**config.mk**
```make
export PLATFORM = sky130hd
export DESIGN_NAME = clock_time_controller_flat
export DESIGN_NICKNAME = d
export VERILOG_FILES = /design/src/rtl/clock_time_if.sv /design/src/rtl/clock_time_controller.sv /design/src/flat_wrapper.sv
export SDC_FILE = /design/constraint.sdc
export NUM_CORES = 1
export LEC_CHECK = 0
export CORE_UTILIZATION = 49
export CTS_BUF_LIST = sky130_fd_sc_hd__clkbuf_16
export CTS_CLUSTER_SIZE = 25
export DETAILED_ROUTE_END_ITERATION = 12
export PLACE_DENSITY = 0.75
export SLEW_MARGIN = 30
export SYNTH_ARGS = -nofsm -noshare
export SYNTH_HDL_FRONTEND = slang
export SYNTH_SLANG_ARGS = --single-unit
```
**constraint.sdc**
```tcl
create_clock -name CLK -period 2 [get_ports CLK]
set_input_delay 0.3 -clock CLK [delete_from_list [all_inputs] [get_ports CLK]]
set_output_delay 0.3 -clock CLK [all_outputs]
set_load 0.01 [all_outputs]
```
**src/rtl/clock_time_if.sv**
```systemverilog
// Button and display bundle between the clock time controller and its user side.
// Buttons are debounced single-cycle pulses, sampled on the rising clock edge; there is no back-pressure.
interface clock_time_if;
  logic       btn_mode;
  logic       btn_inc;
  logic [3:0] sec1;
  logic [3:0] sec2;
  logic [3:0] min1;
  logic [3:0] min2;
  logic [3:0] hour1;
  logic [3:0] hour2;
  logic       ampm;
  logic [1:0] mode;
  logic       tick_1hz;
  logic [3:0] blank;

  modport master (
    output btn_mode, btn_inc,
    input  sec1, sec2, min1, min2, hour1, hour2, ampm, mode, tick_1hz, blank
  );

  modport slave (
    input  btn_mode, btn_inc,
    output sec1, sec2, min1, min2, hour1, hour2, ampm, mode, tick_1hz, blank
  );
endinterface

```
**src/rtl/clock_time_controller.sv**
```systemverilog
// 12-hour BCD timekeeper with a RUN / SET_HOUR / SET_MIN button sequencer.
// Optional macro CLOCK_SET_BLINK_EN blinks the field being set; otherwise blank is 4'b0000.
module clock_time_controller #(
  parameter int TICK_DIV = 100_000_000
) (
  input  logic        CLK,
  input  logic        RST,
  clock_time_if.slave bus
);

  typedef enum logic [1:0] {
    RUN      = 2'b00,
    SET_HOUR = 2'b01,
    SET_MIN  = 2'b10
  } mode_e;

  localparam int            PW        = (TICK_DIV > 2) ? $clog2(TICK_DIV) : 1;
  localparam logic [PW-1:0] PRESC_MAX = PW'(TICK_DIV - 1);

  logic [PW-1:0] presc;
  logic          tick_q;
  mode_e         mode_q;
  mode_e         mode_nxt;
  logic [3:0]    sec1_q, sec2_q, min1_q, min2_q, hour1_q, hour2_q;
  logic          ampm_q;
  logic [3:0]    hour1_nxt, hour2_nxt;
  logic          ampm_nxt;

  logic sec_wrap, min_wrap, exit_set, adv_sec, inc_min, inc_hour;

  assign sec_wrap = (sec2_q == 4'd5) && (sec1_q == 4'd9);
  assign min_wrap = (min2_q == 4'd5) && (min1_q == 4'd9);
  assign exit_set = bus.btn_mode && (mode_q == SET_MIN);
  // A mode press always wins over the tick or inc arriving in the same cycle.
  assign adv_sec  = !bus.btn_mode && (mode_q == RUN) && tick_q;
  assign inc_min  = (adv_sec && sec_wrap) ||
                    (!bus.btn_mode && (mode_q == SET_MIN) && bus.btn_inc);
  assign inc_hour = (adv_sec && sec_wrap && min_wrap) ||
                    (!bus.btn_mode && (mode_q == SET_HOUR) && bus.btn_inc);

  always_comb begin
    mode_nxt = RUN;
    if (bus.btn_mode) begin
      case (mode_q)
        RUN:      mode_nxt = SET_HOUR;
        SET_HOUR: mode_nxt = SET_MIN;
        default:  mode_nxt = RUN;
      endcase
    end else begin
      case (mode_q)
        RUN, SET_HOUR, SET_MIN: mode_nxt = mode_q;
        default:                mode_nxt = RUN;
      endcase
    end
  end

  // 12 -> 01 -> ... -> 09 -> 10 -> 11 -> 12, meridiem flips entering 12.
  always_comb begin
    hour1_nxt = hour1_q + 4'd1;
    hour2_nxt = hour2_q;
    ampm_nxt  = ampm_q;
    if (hour2_q == 4'd1 && hour1_q == 4'd2) begin
      hour2_nxt = 4'd0;
      hour1_nxt = 4'd1;
    end else if (hour1_q == 4'd9) begin
      hour2_nxt = 4'd1;
      hour1_nxt = 4'd0;
    end else if (hour2_q == 4'd1 && hour1_q == 4'd1) begin
      ampm_nxt = ~ampm_q;
    end
  end

  always_ff @(posedge CLK or posedge RST) begin
    if (RST) begin
      presc   <= '0;
      tick_q  <= 1'b0;
      mode_q  <= RUN;
      sec1_q  <= 4'd0;
      sec2_q  <= 4'd0;
      min1_q  <= 4'd0;
      min2_q  <= 4'd0;
      hour1_q <= 4'd2;
      hour2_q <= 4'd1;
      ampm_q  <= 1'b0;
    end else begin
      mode_q <= mode_nxt;

      // Leaving SET_MIN restarts the second so the first tick is a full period away.
      if (exit_set) begin
        presc  <= '0;
        tick_q <= 1'b0;
      end else begin
        tick_q <= (presc == PRESC_MAX);
        presc  <= (presc == PRESC_MAX) ? '0 : presc + 1'b1;
      end

      if (exit_set) begin
        sec1_q <= 4'd0;
        sec2_q <= 4'd0;
      end else if (adv_sec) begin
        if (sec1_q == 4'd9) begin
          sec1_q <= 4'd0;
          sec2_q <= (sec2_q == 4'd5) ? 4'd0 : sec2_q + 4'd1;
        end else begin
          sec1_q <= sec1_q + 4'd1;
        end
      end

      if (inc_min) begin
        if (min1_q == 4'd9) begin
          min1_q <= 4'd0;
          min2_q <= (min2_q == 4'd5) ? 4'd0 : min2_q + 4'd1;
        end else begin
          min1_q <= min1_q + 4'd1;
        end
      end

      if (inc_hour) begin
        hour1_q <= hour1_nxt;
        hour2_q <= hour2_nxt;
        ampm_q  <= ampm_nxt;
      end
    end
  end

  assign bus.sec1     = sec1_q;
  assign bus.sec2     = sec2_q;
  assign bus.min1     = min1_q;
  assign bus.min2     = min2_q;
  assign bus.hour1    = hour1_q;
  assign bus.hour2    = hour2_q;
  assign bus.ampm     = ampm_q;
  assign bus.mode     = mode_q;
  assign bus.tick_1hz = tick_q;

`ifdef CLOCK_SET_BLINK_EN
  logic       blink_tog;
  logic       tog_nxt;
  logic [3:0] blank_q;

  always_comb begin
    tog_nxt = blink_tog;
    if (bus.btn_mode && mode_nxt != RUN) tog_nxt = 1'b0;
    else if (tick_q)                     tog_nxt = ~blink_tog;
  end

  always_ff @(posedge CLK or posedge RST) begin
    if (RST) begin
      blink_tog <= 1'b0;
      blank_q   <= 4'b0000;
    end else begin
      blink_tog <= tog_nxt;
      if (mode_nxt == SET_HOUR && !tog_nxt)     blank_q <= 4'b1100;
      else if (mode_nxt == SET_MIN && !tog_nxt) blank_q <= 4'b0011;
      else                                      blank_q <= 4'b0000;
    end
  end

  assign bus.blank = blank_q;
`else
  assign bus.blank = 4'b0000;
`endif

endmodule
```
**src/flat_wrapper.sv**
```systemverilog
// flat-port wrapper written by rule: the top's interface ports become plain ports
module clock_time_controller_flat 
#(
  parameter int TICK_DIV = 100_000_000
)
  (CLK, RST, bus_btn_mode, bus_btn_inc, bus_sec1, bus_sec2, bus_min1, bus_min2, bus_hour1, bus_hour2, bus_ampm, bus_mode, bus_tick_1hz, bus_blank);
  clock_time_if bus_i ();
  input  logic CLK;
  input  logic RST;
  input wire logic [$bits(bus_i.btn_mode)-1:0] bus_btn_mode;
  input wire logic [$bits(bus_i.btn_inc)-1:0] bus_btn_inc;
  output wire logic [$bits(bus_i.sec1)-1:0] bus_sec1;
  output wire logic [$bits(bus_i.sec2)-1:0] bus_sec2;
  output wire logic [$bits(bus_i.min1)-1:0] bus_min1;
  output wire logic [$bits(bus_i.min2)-1:0] bus_min2;
  output wire logic [$bits(bus_i.hour1)-1:0] bus_hour1;
  output wire logic [$bits(bus_i.hour2)-1:0] bus_hour2;
  output wire logic [$bits(bus_i.ampm)-1:0] bus_ampm;
  output wire logic [$bits(bus_i.mode)-1:0] bus_mode;
  output wire logic [$bits(bus_i.tick_1hz)-1:0] bus_tick_1hz;
  output wire logic [$bits(bus_i.blank)-1:0] bus_blank;
  assign bus_i.btn_mode = bus_btn_mode;
  assign bus_i.btn_inc = bus_btn_inc;
  assign bus_sec1 = bus_i.sec1;
  assign bus_sec2 = bus_i.sec2;
  assign bus_min1 = bus_i.min1;
  assign bus_min2 = bus_i.min2;
  assign bus_hour1 = bus_i.hour1;
  assign bus_hour2 = bus_i.hour2;
  assign bus_ampm = bus_i.ampm;
  assign bus_mode = bus_i.mode;
  assign bus_tick_1hz = bus_i.tick_1hz;
  assign bus_blank = bus_i.blank;
  clock_time_controller #(.TICK_DIV(TICK_DIV)) u_core (.CLK(CLK), .RST(RST), .bus(bus_i));
endmodule
```
# Yosys cells after proc, flatten, opt, wreduce, memory -nomap -nowiden
# Cells that the tools add are included.
# W data, S select, Z words.
[classes]
n_addsub = 6
eq_ne = 12
n_mux = 19
bitwise_logic = 3
n_reduce_logical = 25
[op_table]
columns = ["operator", "count"]
rows = [
  ["$mux W27", 2],
  ["$mux W4", 13],
  ["$add A27 B1 Y27 const B", 1],
  ["$eq A27 B27 Y1 const B", 1],
  ["$add A4 B1 Y4 const B", 5],
  ["$logic_and A1 B1 Y1", 13],
  ["$eq A4 B4 Y1 const B", 3],
  ["$eq A4 B1 Y1 const B", 2],
  ["$eq A4 B3 Y1 const B", 2],
  ["$reduce_and A2 Y1", 3],
  ["$reduce_bool A2 Y1", 3],
  ["$eq A4 B2 Y1 const B", 1],
  ["$mux W2", 2],
  ["$pmux W2 S2", 1],
  ["$reduce_and A4 Y1", 1],
  ["$not A1 Y1", 3],
  ["$reduce_or A3 Y1", 1],
  ["$eq A2 B1 Y1 const B", 1],
  ["$eq A2 B2 Y1 const B", 1],
  ["$logic_not A2 Y1", 1],
  ["$logic_or A1 B1 Y1", 2],
  ["$ne A2 B2 Y1 const B", 1],
  ["$logic_not A1 Y1", 1],
  ["$mux W1", 1],
]
[word_totals]
ff_bits = 55
inputBits = 4
out_inout_bits = 32
wordCells = 75

# Logic depth before layout (Yosys ltp)
# Gate-level depths: netlist of the first run.
[logic_depth]
word_depth = 7
ltp_mapped = 8
mapped_depth_nobuf = 7

# Worst setup path after synthesis of the first run
# OpenSTA, ideal clock, no wires.
[synth_path]
path_type = "register to register"
from = "register u_core.mode_q[0], in the netlist u_core.bus.mode[0]"
to = "register u_core.min1_q[1], in the netlist u_core.bus.min1[1]"
setup_ns = 0.125
arrival_time_ns = 2.024
required_ns = 1.875
path_slack_ns = -0.149
path_stages_with_launch = 6
n_path_buf = 1
synth_period_minus_slack_ns = 2.149
cell_sequence = "dfrtp_1 > or4b_1 > buf_2 > o31ai_1 > and2_2 > mux2_2"
[synth_via]
elab_chain_cells = 5
elab_cells_between_ends = 8
cone_classes = "eq/ne: 1; reduce/logical: 7"
[synth_rtl]
columns = ["element", "line", "source"]
rows = [
  ["start: declaration", "clock_time_controller.sv:22", "mode_e mode_q;"],
  ["start signal: assignment", "clock_time_controller.sv:86", "mode_q <= mode_nxt;"],
  ["$logic_not A2 Y1", "clock_time_controller.sv:35", "assign adv_sec = !bus.btn_mode && (mode_q == RUN) && tick_q;"],
  ["$logic_and A1 B1 Y1 (2 in a row)", "clock_time_controller.sv:35", ""],
  ["$logic_and A1 B1 Y1", "clock_time_controller.sv:36", "assign inc_min = (adv_sec && sec_wrap) ||"],
  ["$logic_or A1 B1 Y1 *", "clock_time_controller.sv:36", ""],
  ["end signal: assignment", "clock_time_controller.sv:114", "min1_q <= min1_q + 4'd1;"],
  ["end: declaration", "clock_time_controller.sv:24", "logic [3:0] sec1_q, sec2_q, min1_q, min2_q, hour1_q, hour2_q;"],
]
# Every way passes the cells marked *; elsewhere a longest branch is shown, timed or not.
# A chain may end at the register's enable or synchronous reset.

# Final worst setup path of the first run
[layout_path]
from = "register u_core.mode_q[0], in the netlist u_core.bus.mode[0]"
to = "register u_core.min2_q[1], in the netlist u_core.bus.min2[1]"
[layout_via]
elab_chain_cells = 6
elab_cells_between_ends = 9
cone_classes = "eq/ne: 1; reduce/logical: 8"
[layout_rtl]
columns = ["element", "line", "source"]
rows = [
  ["$logic_not A2 Y1", "clock_time_controller.sv:35", ""],
  ["$logic_and A1 B1 Y1 (2 in a row)", "clock_time_controller.sv:35", ""],
  ["$logic_and A1 B1 Y1", "clock_time_controller.sv:36", ""],
  ["$logic_or A1 B1 Y1 *", "clock_time_controller.sv:36", ""],
  ["$reduce_and A2 Y1 (no source line) *", "n/a", ""],
  ["end signal: assignment", "clock_time_controller.sv:112", "min2_q <= (min2_q == 4'd5) ? 4'd0 : min2_q + 4'd1;"],
  ["end: declaration", "clock_time_controller.sv:24", ""],
]
# Marks and branches as above.

==> run summary, run 1 <==
CTS tree = built
Tcrit/Tclk final = 95.6%
WP data required = 2180 ps
Status = completed
Tightest Hold Check Type = in -> async
DR iter-0 viols = 90
FF-to-FF Start = u_core.bus.mode[0]
Final antenna-violating net count = 0
CP Max Fanout = 4
Slowest stage delay, CP = 580 ps
RSZ-0062 raised after global routing = true
MaxCap Viol Count = 0
Peak Freq = 523 MHz
Initial Util = 51.4%
Residual DRC = 0
Synth top cells by count = dfrtp_1 (50), nor2_1 (45), nand2_1 (20)
Yosys cell types = 46
Worst-path clk slew = 70 ps
Worst EP arrival = 2090 ps
Worst setup EP type = register
CTS max path bufs = 2
Critical path buffer and inverter count = 0
Worst r2r dst = u_core.bus.min2[1]
Tmin final = 1910 ps
Worst r2r path cells = 4
Initial antenna violation count = 0
Startpoint types = register
Post-synth EDFFs = 0
Syn avg cell area = 9.78 um2
Slew Viols, Final = 0
Ys async rst share = 100%
Root Driver = clkbuf_16
RePlAce Congestion = 0.790
Pre-CTS WS = -335 ps
Routed vias = 2,111
Leakage = 1.51 nW
Main flop type after synthesis = dfrtp_1
IO buf count = 28
Share of layout cells above drive strength 1 = 14.8%
Vias in the first global route = 2,029
Crit path kind = reg -> reg
Mapped cell area = 0.00266 mm2
Most frequent cell after synthesis = dfrtp_1
Flops & latches, synth = 52
CTS Hold Bufs = 0
Yosys warnings = 0
First-pass GRT wire length = 9140 um
Inserted Clock Buffers = 5
Num rows = 26
Area growth syn-to-layout = 25.6%
Final Hold Viols = 0
Routed vias/inst = 5.34
Post-synthesis sequential area ratio = 49.0%
Share of the synthesized area in the top cell type = 47.1%
Final core occ = 64.5%
Pwr dens = 983 mW/mm2
IO Pins = 36
CP Cell Sequence = or4b_4 -> o31a_2 -> nor2_4 -> mux2_4
Post-Route WL = 5410 um
Routed len/inst = 13.7 um
H-tree depth = 2
Hold_ws = 316 ps
Final setup fails = 0
R2R Setup Slk = 90 ps
Synth area leaders = dfrtp_1 (47%), nor2_1 (6.4%), xor2_1 (5.9%), xnor2_1 (4.6%), nand3_1 (3.6%)
1st-pass router iterations = 4
Clock Latency Late Sink = 290 ps
Core Region = 0.00517 mm2
Setup ws final = 88.2 ps
Diodes inserted = 0
Die Y = 75.7 um
Delay-heaviest family, CP = simple AND/OR/NAND/NOR gates
Largest area contributor in the netlist = dfrtp_1
GRT overflow = 0
Syn Inst Count = 272
Dpl hpwl = 3810 um
Nets = 333
Largest net degree at the start of global routing = 36
Final Skew = 5.65 ps
Die W = 75.7 um
VDD IR max = 0.572 mV
CP max-delay cell = or4b_4
CTS Sinks = 52
Tot GR Track Use = 21.5%
Die ar. = 0.00572 mm2
worst max-delay path by stage:
stage | start | endpoint | slack (ps) | cells past startpoint
6_report | u_core.bus.mode[0] | u_core.bus.min2[1] | 90 | 4
5_1_grt | u_core.bus.mode[0] | u_core.bus.ampm | -10 | 6
4_1_cts | bus_btn_mode | u_core.bus.min2[1] | 30 | 5
3_5_place_dp | bus_btn_mode | u_core.bus.min2[1] | -330 | 5
3_3_place_gp | bus_btn_mode | u_core.bus.min2[1] | -330 | 5
2_1_floorplan | u_core.bus.mode[1] | u_core.bus.min1[1] | -50 | 5
registers in the layout, indices dropped and copies added (netlist names):
name / cells
u_core.bus.ampm: 1
u_core.bus.hour1: 4
u_core.bus.hour2: 1
u_core.bus.min1: 4
u_core.bus.min2: 4
u_core.bus.mode: 2
u_core.bus.sec1: 4
u_core.bus.sec2: 4
u_core.bus.tick_1hz: 1
u_core.presc: 27
timing repair:
action	in CTS	in global routing
pin swaps	0	3
buffers inserted	0	0
endpoints found under the setup margin	2	5
gates cloned	0	0
resized for setup	1	4
worst register-to-register path: stages, from the launching register on:
cell and delay, ps:
dfrtp_2 400, or4b_4 580, o31a_2 380, nor2_4 140
mux2_4 300
routing by layer:
| metal | global-route usage [%] | vias to the layer above | part of all wire, % |
|---|---|---|---|
| met3 | 4.23 | 9 | 3.5 |
| li1 | - | 1025 | - |
| met4 | 8.44 | 0 | 1.8 |
| met5 | 0 | - | 0 |
| met2 | 35.6 | 45 | 50 |
| met1 | 28.0 | 1032 | 45 |
power breakdown:
| part | total [mW] | internal [mW] | leakage, nW | switching (mW) |
|---|---|---|---|---|
| clock | 0.829 | 0.455 | 0.0710 | 0.374 |
| combinational | 0.966 | 0.516 | 0.752 | 0.451 |
| sequential | 1.48 | 1.25 | 0.690 | 0.230 |
| total | 3.28 | 2.23 | 1.51 | 1.05 |
area by class of cell:
cell class,instances,area [um2]
tap,70,87.6
clock inverter,3,13.8
multi-input combinational,203,1270
clock buffer,5,125
inverter,9,33.8
fill,413,1830
sequential,52,1310
timing repair buffer,53,499
placed cells by master (no fill, tap or decap), types with 3 or more instances in the layout:
master	instances
dfrtp_1	48
nor2_1	44
clkdlybuf4s50_1	27
buf_4	22
nand2_1	20
nand3_1	19
xor2_1	18
xnor2_1	14
nand4_1	10
inv_1	8
o21ai_0	7
conb_1	7
and3_1	6
a21oi_1	6
nor4_1	5
ha_1	5
clkbuf_16	5
nand2b_1	4
nand3b_1	3
and4_1	3
o31ai_1	3
per-stage QoR:
stage,cell area [um2],setup TNS (ps),instances,total power [mW]
final,3340,0,395,3.28
after global routing,3340,-12.8,395,3.49
after CTS,3320,0,395,3.30
after detailed placement,3180,-3410,387,2.46
after global placement,3180,-3180,387,2.42
after floorplan,2710,-46.1,278,2.03
logic make-up after synthesis:
logic type	synth area share [%]
adder cells (fa/ha/maj)	2.35
other	0.141
multiplexers	0.847
AND/OR/NAND/NOR	26.1
AO/OA/AOI/OAI	5.88
XOR/XNOR	10.5
buffers and inverters	5.13
flip-flops	49.0
Note: power is estimated with default switching activity, not from simulation.
==> inputs of run 2 (changes only) <==
CORE_UTILIZATION = 50   (was 49)
DONT_BUFFER_PORTS = 1   (was unset)
PLACE_DENSITY = 0.68   (was 0.75)
SETUP_SLACK_MARGIN = 0.2   (was unset)
==> run 2 against run 1 <==
Maximum frequency up 3.5%. Combinational power down 17%. Final cell count down 4.1%. Sequential power about the same. Register-to-register slack better by 60 ps. Routed wire length down 7.4%. Die area down 1.9%. Worst setup slack better by 64 ps. Clock power about the same. Critical endpoint is now u_core.bus.hour1[3]. Largest cell class is now multi-input combinational cells. Highest routed layer unchanged.
==> run summary, run 2 (synthesis gave the netlist of run 1 again) <==
Commonest cells after routing, fill and taps aside = dfrtp_1 (48), nor2_1 (44), buf_4 (29)
Initial Util = 52.1% (+0.65 points)
Delay-heaviest family, CP = compound AO/OA/AOI/OAI gates
RePlAce Congestion = 0.801 (+1.4%)
Worst r2r path cells = 7 (+3)
Final Hold Viols = 0 (unchanged)
Tot GR Track Use = 19.7% (-1.9 points)
Final setup fails = 0 (unchanged)
Nets = 317 (-4.8%)
Dpl cells = 362 (-6.5%)
Routed vias = 1,993 (-5.6%)
RSZ-0062 raised after global routing = true
Post-route setup TNS = 0 ps (unchanged)
Core Region = 0.00511 mm2 (-1.3%)
Clock Latency Late Sink = 290 ps (about the same)
CP max-delay cell = dfrtp_1
Share of layout cells above drive strength 1 = 22.3% (+7.6 points)
Vias in the first global route = 1,918 (-5.5%)
CTS Sinks = 52 (unchanged)
Initial antenna violation count = 0 (unchanged)
Worst r2r dst = u_core.bus.hour1[3]
Routed len/inst = 13.2 um (-3.5%)
Pwr dens = 970 mW/mm2 (-1.2%)
Post-Route WL = 5010 um (-7.4%)
R2R Setup Slk = 150 ps (+60 ps)
Die Y = 74.9 um (-0.98%)
IO buf count = 0 (-100%)
First-pass GRT wire length = 8420 um (-7.9%)
Worst-path clk slew = 70 ps (about the same)
DR iter-0 viols = 69 (-23%)
Post-Layout Cell Count = 379 (-4.1%)
Final core occ = 63.0% (-1.5 points)
Final antenna-violating net count = 0 (unchanged)
Die ar. = 0.00561 mm2 (-1.9%)
Area growth syn-to-layout = 21.0%
Biggest register = u_core.presc
Cells on Worst Hold Path = 1
Startpoint types = register
Tightest Hold Check Type = in -> reg
CTS max path bufs = 2 (unchanged)
CP Max Fanout = 8 (+4)
Diodes inserted = 0 (unchanged)
Slew Viols, Final = 0 (unchanged)
Largest net degree at the start of global routing = 43 (+19%)
Inserted Clock Buffers = 5 (unchanged)
Commonest non-fill, non-tap cell in the layout = dfrtp_1
Tmin final = 1850 ps (-63.8 ps)
Leakage = 1.47 nW (-2.6%)
Crit path kind = reg -> reg
Die W = 74.9 um (-0.98%)
WP data required = 2170 ps (about the same)
Num rows = 26 (unchanged)
Routed vias/inst = 5.26 (-1.6%)
Slowest stage delay, CP = 390 ps (-190 ps)
Tcrit/Tclk final = 92.4% (-3.2 points)
Peak Freq = 541 MHz (+3.5%)
H-tree depth = 2 (unchanged)
Fillers = 419 (+1.5%)
CTS tree = built
Residual DRC = 0 (unchanged)
1st-pass router iterations = 5 (+1)
Root Driver = clkbuf_16
CP Cell Sequence = ha_1 -> nand3b_1 -> nor4_2 -> a31o_1 -> buf_6 -> and3_2 -> a311o_1
GRT overflow = 0 (unchanged)
Max reg flops = 27 (unchanged)
IO Pins = 36 (unchanged)
MaxCap Viol Count = 0 (unchanged)
Status = completed
Dpl hpwl = 3540 um (-7.0%)
Critical path buffer and inverter count = 1 (+1)
Hold path startpoint = bus_btn_mode
VDD IR max = 0.700 mV (+22%)
Hold EP = u_core.bus.mode[1]
Final Skew = 10.3 ps (+4.65 ps)
FF-to-FF Start = u_core.bus.sec2[0]
Worst setup EP type = register
Worst EP arrival = 2010 ps (-80 ps)
[run 2: worst max path at each step]
stage	startpoint	end	slack (ps)	cells after the start
6_report	u_core.bus.sec2[0]	u_core.bus.hour1[3]	150	7
4_1_cts	u_core.bus.mode[1]	u_core.bus.min2[1]	160	4
3_3_place_gp	u_core.bus.mode[1]	u_core.bus.hour1[2]	100	6
3_5_place_dp	u_core.bus.mode[1]	u_core.bus.min2[1]	70	4
2_1_floorplan	u_core.bus.mode[1]	u_core.bus.hour1[3]	30	7
5_1_grt	u_core.bus.mode[1]	u_core.bus.hour2[0]	100	6
[run 2: what timing repair did]
item,in CTS,in global routing
resized for setup,8,5
setup endpoints to repair,33,38
pin swaps,6,4
hold buffers,1,0
setup buffers,5,3
hold endpoints to repair,10,0
[run 2: metal layers]
layer / up-vias / wire [um] / global-route usage (%)
li1: 1001 / - / -
met3: 4 / 209 / 5.09
met2: 33 / 2380 / 32.1
met4: 0 / 51 / 5.66
met1: 955 / 2370 / 25.9
met5: - / 0 / 0
[run 2: stage by stage]
step	hold WS [ps]	cell area [um2]	setup slack [ps]	total power, mW
finish	114	3220	152	3.12
global route	113	3220	98.2	3.32
CTS	117	3180	163	3.13
detailed placement	134	2960	74.2	2.26
global placement	131	2960	99.2	2.24
floorplan	455	2750	25.8	2.04
[run 2: area by class of cell]
type                            count  area [um2]  share of cell area [%]
Timing Repair Buffer               37         324                    10.1
Clock buffer                        5         125                    3.89
Inverter                            9        33.8                    1.05
Multi-Input combinational cell    203        1320                    41.1
Tap cell                           70        87.6                    2.72
Sequential cell                    52        1310                    40.6
Clock inverter                      3        18.8                   0.583
[run 2: where the power goes]
| group | switching [mW] | internal [mW] | total, mW |
|---|---|---|---|
| Sequential | 0.233 | 1.25 | 1.49 |
| Clock | 0.371 | 0.459 | 0.830 |
| Combinational | 0.422 | 0.383 | 0.805 |
| Total | 1.03 | 2.10 | 3.12 |
